<file path="src/rtl/bcd_time_loader.sv">
// Assembles six keypad BCD digits (mm:ss:cc, tens first) into binary time fields and
// commits them atomically with a one-cycle load strobe. Optional macro: DIGIT_TIMEOUT_EN.
module bcd_time_loader #(
  parameter int MIN_TENS_MAX   = 5,
  parameter int SEC_TENS_MAX   = 5,
  parameter int MS_TENS_MAX    = 9,
  parameter int TIMEOUT_CYCLES = 1000000,
  parameter int TW             = 20
) (
  input  logic       clk,
  input  logic       rst,
  input  logic       digit_valid,
  input  logic [3:0] digit,
  output logic       digit_ready,
  input  logic       clear,
  output logic [7:0] minute,
  output logic [7:0] second,
  output logic [7:0] msecond,
  output logic       load,
  output logic       busy,
  output logic       err,
  output logic [2:0] digit_idx
);

  typedef enum logic [2:0] {D0, D1, D2, D3, D4, D5, LOAD} state_t;

  localparam logic [3:0] MIN_TMAX = 4'(MIN_TENS_MAX);
  localparam logic [3:0] SEC_TMAX = 4'(SEC_TENS_MAX);
  localparam logic [3:0] MS_TMAX  = 4'(MS_TENS_MAX);

  // A timeout that cannot be reached by the idle counter is a configuration error.
  if (TIMEOUT_CYCLES < 2 || TIMEOUT_CYCLES >= (1 << TW)) begin : g_bad_timeout
    $error("bcd_time_loader: TIMEOUT_CYCLES must satisfy 2 <= TIMEOUT_CYCLES < 2**TW");
  end

  state_t     state_reg;
  logic [3:0] tens_reg;
  logic [7:0] min_stage_reg;
  logic [7:0] sec_stage_reg;
  logic [7:0] ms_stage_reg;

  logic       accept;
  logic       bad_digit;
  logic       timeout_hit;
  logic [7:0] tens8;
  logic [7:0] field_value;

  assign digit_ready = (state_reg != LOAD);
  assign accept      = digit_valid && digit_ready && !clear;
  assign busy        = (state_reg != D0);
  assign digit_idx   = (state_reg == LOAD) ? 3'd0 : 3'(state_reg);

  // tens*10 + ones without a multiplier
  assign tens8       = {4'd0, tens_reg};
  assign field_value = (tens8 << 3) + (tens8 << 1) + {4'd0, digit};

  always_comb begin
    bad_digit = (digit > 4'd9);
    case (state_reg)
      D0:      if (digit > MIN_TMAX) bad_digit = 1'b1;
      D2:      if (digit > SEC_TMAX) bad_digit = 1'b1;
      D4:      if (digit > MS_TMAX)  bad_digit = 1'b1;
      default: ;
    endcase
  end

`ifdef DIGIT_TIMEOUT_EN
  localparam logic [TW-1:0] IDLE_LAST = TW'(TIMEOUT_CYCLES - 1);
  logic [TW-1:0] idle_cnt_reg;

  always_ff @(posedge clk or posedge rst) begin
    if (rst) begin
      idle_cnt_reg <= '0;
    end else if (state_reg == D0 || state_reg == LOAD || accept) begin
      idle_cnt_reg <= '0;
    end else begin
      idle_cnt_reg <= idle_cnt_reg + TW'(1);
    end
  end

  assign timeout_hit = (state_reg != D0) && (state_reg != LOAD) && (idle_cnt_reg == IDLE_LAST);
`else
  assign timeout_hit = 1'b0;
`endif

  always_ff @(posedge clk or posedge rst) begin
    if (rst) begin
      state_reg     <= D0;
      tens_reg      <= '0;
      min_stage_reg <= '0;
      sec_stage_reg <= '0;
      ms_stage_reg  <= '0;
      minute        <= '0;
      second        <= '0;
      msecond       <= '0;
      load          <= 1'b0;
      err           <= 1'b0;
    end else begin
      load <= 1'b0;
      err  <= 1'b0;
      if (state_reg == LOAD) begin
        // Commit is never interrupted, not even by clear.
        minute    <= min_stage_reg;
        second    <= sec_stage_reg;
        msecond   <= ms_stage_reg;
        load      <= 1'b1;
        state_reg <= D0;
      end else if (clear || (accept && bad_digit) || (!accept && timeout_hit)) begin
        err           <= !clear;
        state_reg     <= D0;
        tens_reg      <= '0;
        min_stage_reg <= '0;
        sec_stage_reg <= '0;
        ms_stage_reg  <= '0;
      end else if (accept) begin
        case (state_reg)
          D0: begin tens_reg <= digit; state_reg <= D1; end
          D1: begin min_stage_reg <= field_value; state_reg <= D2; end
          D2: begin tens_reg <= digit; state_reg <= D3; end
          D3: begin sec_stage_reg <= field_value; state_reg <= D4; end
          D4: begin tens_reg <= digit; state_reg <= D5; end
          D5: begin ms_stage_reg <= field_value; state_reg <= LOAD; end
          default: state_reg <= D0;
        endcase
      end
    end
  end

endmodule

</file>
<file path="config.mk">
export PLATFORM = sky130hd
export DESIGN_NAME = bcd_time_loader
export DESIGN_NICKNAME = d
export VERILOG_FILES = /design/src/rtl/bcd_time_loader.sv
export SDC_FILE = /design/constraint.sdc
export NUM_CORES = 1
export LEC_CHECK = 0
export ABC_CLOCK_PERIOD_IN_PS = 2600
export CAP_MARGIN = 20
export CORE_MARGIN = 4
export CORE_UTILIZATION = 35
export CTS_BUF_LIST = sky130_fd_sc_hd__clkbuf_16
export CTS_CLUSTER_SIZE = 40
export DETAILED_ROUTE_END_ITERATION = 10
export PLACE_DENSITY_LB_ADDON = 0.05
export SYNTH_ARGS = -nofsm -noshare
export SYNTH_HDL_FRONTEND = slang
export SYNTH_SLANG_ARGS = --single-unit
</file>
<file path="constraint.sdc">
create_clock -name clk -period 2.6 [get_ports clk]
set_clock_uncertainty 0.2 [all_clocks]
set_input_delay 0.52 -clock clk [delete_from_list [all_inputs] [get_ports clk]]
set_output_delay 0.52 -clock clk [all_outputs]
set_load 0.01 [all_outputs]
</file>
# Yosys cells after proc, flatten, opt, wreduce, memory -nomap -nowiden
# Cells that the tools add are included.
word_totals:
  mem_bits_ro: 0
  memories: 0
  inputBits: 8
  ram_bits: 0
  latch_bits: 0
  ff_bits: 57
op_classes:
  n_shift: 0
  eq_ne: 7
  n_mul: 0
  reduce_logical: 19
  n_mux: 23
  n_lt_le_gt_ge: 2
  n_addsub: 2
  n_div: 0
  bitwise_logic: 1
ops:
  columns: ["op", "n"]
  rows:
  - ["two-way mux 8 bit", 9]
  - ["case mux 3 bit (6 select lines)", 1]
  - ["two-way mux 3 bit", 4]
  - ["two-way mux 4 bit", 3]
  - ["AND reduction 3 bit", 4]
  - ["nonzero test 2 bit", 5]
  - ["equality test 3 bit, second input constant", 3]
  - ["adder 7 x 5 -> 8 bit", 1]
  - ["adder 8 x 4 -> 8 bit", 1]
  - ["equality test 3 x 2 -> 1 bit, second input constant", 2]
  - ["nonzero test 3 bit", 2]
  - ["two-way mux 1 bit", 5]
  - ["greater-than comparator 4 x 3 -> 1 bit, second input constant", 1]
  - ["greater-than comparator 4 bit, second input constant", 1]
  - ["equality test 3 x 1 -> 1 bit, second input constant", 1]
  - ["logical AND 1 bit", 3]
  - ["zero test 3 bit", 1]
  - ["!= test 3 bit, second input constant", 1]
  - ["OR reduction 3 bit", 1]
  - ["case mux 1 bit (2 select lines)", 1]
  - ["OR reduction 2 bit", 1]
  - ["zero test 1 bit", 1]
  - ["logical OR 1 bit", 1]
  - ["inverter 1 bit", 1]

# Depth between registers and ports, before layout
depth:
  depth_word: 7
  mapped_depth: 8
  mapped_depth_nobuf: 8

# Worst setup path after synthesis
# OpenSTA, ideal clock, no wires.
synth_path:
  path_type: "input to register"
  from: "input digit[3]"
  to: "register min_stage_reg[6]"
  setup_slack_ns: 0.043
  arrival_ns: 2.208
  n_path_buf: 0
  required_ns: 2.251
  path_stages: 8
  cell_sequence: "inv_1 > fa_1 > inv_1 > fa_1 > a21o_1 > a21oi_1 > xor2_1 > o32ai_1"
synth_between:
  elab_chain_cells: 7
synth_rtl:
  columns: ["element", "line", "source"]
  rows:
  - ["from (decl)", "13", "input logic [3:0] digit,"]
  - ["greater-than comparator 4 bit / greater-than comparator 4 x 3 -> 1 bit (equally long branches)", null, null]
  - ["two-way mux 1 bit (on tied branches)", "62, 60, 61", null]
  - ["case mux 1 bit (2 select lines)", "59", "case (state_reg)"]
  - ["logical AND 1 bit", "108", "end else if (clear || (accept && bad_digit) || (!accept && timeout_hit)) begin"]
  - ["logical OR 1 bit", "108", null]
  - ["nonzero test 2 bit (no source line)", null, null]
  - ["AND reduction 3 bit (no source line)", null, null]
  - ["to (signal assigned)", "90", "min_stage_reg <= '0;"]
  - ["to (signal assigned)", "112", "min_stage_reg <= '0;"]
  - ["to (signal assigned)", "118", "D1: begin min_stage_reg <= field_value; state_reg <= D2; end"]
  - ["to (decl)", "38", "logic [7:0] min_stage_reg;"]
# Parallel ways exist; a longest one is shown, timed or not. The select of a mux whose other input is x is not followed.
# A chain may end at the register's enable or synchronous reset.

# Final worst setup path
# Ends and elaborated chain as after synthesis.

==> metrics.md <==
| Metric | Value |
|---|---|
| Outcome | finished, final reports clean |
| Worst Path Arrival | 2.45 ns |
| Area fraction in compound gates after synthesis | 22.3% |
| Source-to-sink clock delay at the later pin of the worst-skew pair | 0.32 ns |
| Cells along the critical path | dlygate4sd2_1 -> inv_2 -> fa_1 -> inv_1 -> fa_2 -> a21o_1 -> a21oi_2 -> xor2_2 -> o32ai_1 |
| Inserted Clock Buffers | 9 |
| Number of sinks driven by the clock tree | 57 |
| Area of the mapped netlist | around 2700 um2 |
| Xor and xnor fraction of the mapped netlist area | 1.30% |
| Dominant combinational cell family by area after synthesis | compound AO/OA/AOI/OAI gates |
| First drt pass iteration count | 4 |
| First-pass GRT wire length | 10.7 mm |
| Most common flop cell mapped by yosys | sky130_fd_sc_hd__dfrtp_1 |
| Standard cell core area | 7370 um2 |
| Floorplan die area | 9150 um2 |
| Synth Area in Simple Gates | 11.5% |
| Cell types occupying the most area after synthesis | sky130_fd_sc_hd__dfrtp_1, sky130_fd_sc_hd__nand2_1, sky130_fd_sc_hd__o21ai_0 |
| Headroom to the max-slew limit | around half |
| Top-count cell post-synth | sky130_fd_sc_hd__dfrtp_1 |
| Quantity of I/O buffers inserted on ports | 38 |
| Average vias per placed instance | roughly 4.9 |
| Standard cell with the maximum stage delay on the critical path | sky130_fd_sc_hd__fa_1 |
| Root cell of the clock tree | sky130_fd_sc_hd__clkbuf_16 |
| Global-route met2 utilization | 23.6% |
| Mapped Cells | 264 |
| Width of the die | 95.6 um |
| Fin cells | 424 |
| TritonCTS clock tree | yes |
| Reg clk slew, reported paths | 0.05 ns |
| Worst Min Path Start | msecond[4] |
| Number of pins with negative max-slew slack in the final report | 0 |
| Routed WL per cell | approximately 15 um |
| Pin count of the biggest net entering global routing | between 50 and 60 |
| Worst setup slack before clock tree synthesis | -0.590 ns |
| Total congestion overflow after global routing | 0 |
| Placer Congestion | a little under 0.8 |
| Setup repair after global routing missed its margin | true |
| Area added between synthesis and finish | 37.8% |
| Total of max-cap violations | 0 |
| Final worst setup slack | 0.104 ns |
| Number of storage elements in the synthesis netlist | 57 |
| Number of nets with antenna violations after detailed routing | 0 |
| Final-report hold violation count | 0 |
| Power per Cell Area | 617 nW/um2 |
| Remaining design rule violation count | 0 |
| Inserted Diodes | 0 |
| Worst reg-to-reg setup slack | 0.18 ns |
| 1st-iter DRT viols | 69 |
| Proportion of netlist area held by the largest area contributor | 53.1% |
| Category of the critical setup timing path | in2reg |
| Met3 Usage GRT | around 4.2% |
| Adder-Cell Fraction of Synth Area | under 10% |
| Hold bufs inserted after CTS | 0 |
| Half-perimeter wire length after placement | 4.50 mm |
| Final wirelength | 6.37 mm |
| Number of warnings printed during yosys synthesis | 0 |
| H-Tree Depth | 3 |
| Total power | 2.29 mW |
| Type of element launching the critical path | input port |
| Final count of negative-setup-slack endpoints | 0 |
| Count of distinct cell types in the synthesized netlist | 47 |
| Actual slew at the worst max-slew pin | 0.728 ns |
| Mux share of post-synthesis cell area | 0.745% |
| Global-route met1 utilization | 21.4% |
| Vias in the first global route | 2053 |
| Cell leakage power | roughly 1.7 nW |
| Critical path startpoint | digit[3] |
| Initial Util | 36.5% |
| Net count reported at finish | 338 |
| Final hold slack | 0.271 ns |
| FP Rows | 31 |
| Instance count after placement with tap cells included | 409 |
| Dominant cell type by area after synthesis | sky130_fd_sc_hd__dfrtp_1 |
| Data required time of the critical path | 2.55 ns |
| Global route hottest layer | met2 |
| CP max stage delay | 0.53 ns |
| Post-layout min period | approximately 2.5 ns |
| Mapped Avg Cell Area | 10.2 um2 |
| Crit-path max FO | 3 |
| Share of synthesized area occupied by flip-flops and latches | between 50% and 60% |
| Worst IR Drop VDD | around 0.3 mV |
| Net count of the mapped netlist | ~280 |
| Via count of the routed design | 2080 |
| Most numerous cell types in the synthesized netlist | sky130_fd_sc_hd__dfrtp_1, sky130_fd_sc_hd__nand2_1, sky130_fd_sc_hd__inv_1 |
| Worst-case clock buffer depth | 2 |
| HP Class | reg2reg |
| Initial antenna violation count | 0 |
| Post-synth EDFFs | 0 |
| Num ports | 39 |
| Post-synth ARST share | between 90% and 100% |
| Overall track demand over capacity in global routing | 15.5% |
| Height of the die | roughly 96 um |
| R2R Path Start | tens_reg[2] |
| Endpoint kind of the worst setup timing path | register |
| Post-route fraction of the period consumed by the critical path | 96.0% |
| Maximum achievable frequency | roughly 0.4 GHz |
| Fraction of layout instances using a drive strength above 1 | 16.6% |
## area by class of cell
| cell class | instances | area (um2) |
|---|---|---|
| tap | 99 | 124 |
| multi-input combinational | 166 | 1150 |
| timing repair buffer | 61 | 604 |
| clock buffer | 9 | 225 |
| inverter | 26 | 97.6 |
| fill | 709 | 3660 |
| clock inverter | 6 | 75.1 |
| sequential | 57 | 1430 |
## metrics by stage
stage | area (um2) | setup TNS (ns) | util (%)
2_1_floorplan | 2690 | 0 | -
3_3_place_gp | 3340 | -6.67 | 45.3
3_5_place_dp | 3340 | -7.31 | 45.3
4_1_cts | 3670 | 0 | 49.8
5_1_grt | 3700 | -0.00955 | 50.3
6_report | 3700 | 0 | 50.3
## worst max-delay path: cells and delay by family
family / cells / cell delay (ns)
compound gates: 3 / 0.50
xor+xnor: 1 / 0.22
fa+ha+maj: 2 / 0.87
buf+inv: 3 / 0.35
## routing by layer
metal	up-vias	wire [um]
li1	1046	-
met1	993	3120
met2	36	2930
met3	5	251
met4	0	68
met5	-	0
## repair_timing
action / 4_1_cts / 5_1_grt
gates resized for setup: 8 / 6
gates cloned: 0 / 0
endpoints found under the hold margin: 0 / 0
setup buffers: 0 / 0
setup endpoints to repair: 14 / 7
pin swaps: 1 / 4
## report_power, final
group          switching (mW)  leakage [nW]  internal, mW
logic                   0.108         0.722        0.0816
clock network           0.372         0.149         0.817
registers             0.00744         0.791         0.900
total                   0.487          1.66          1.80
## kinds of logic after synthesis
kind of cell	count (synthesis)
AO/OA/AOI/OAI	82
AND/OR/NAND/NOR	69
flip-flops	57
buffers and inverters	41
adder cells (fa/ha/maj)	9
XOR/XNOR	4
multiplexers	2
## cells in the final DEF (no fill, tap or decap), types with 5 or more instances in the layout
cell type / n
sky130_fd_sc_hd__a21oi_1: 5
sky130_fd_sc_hd__buf_4: 19
sky130_fd_sc_hd__clkbuf_16: 9
sky130_fd_sc_hd__clkdlybuf4s50_1: 36
sky130_fd_sc_hd__dfrtp_1: 56
sky130_fd_sc_hd__inv_1: 24
sky130_fd_sc_hd__nand2_1: 44
sky130_fd_sc_hd__o2111ai_1: 5
sky130_fd_sc_hd__o21ai_0: 20
sky130_fd_sc_hd__o22ai_1: 8
sky130_fd_sc_hd__o2bb2ai_1: 6
sky130_fd_sc_hd__o32ai_1: 8
## path summary, 6_finish.rpt
path / end / cells past startpoint
setup / recovery: min_stage_reg[6] / 9
hold / removal: msecond[4] / 2
setup reg to reg: min_stage_reg[6] / 8
hold reg to reg: msecond[4] / 2
max in group asynchronous: state_reg[2] / 3
min in group asynchronous: minute[2] / 3
Note: power is estimated with default switching activity, not from simulation.
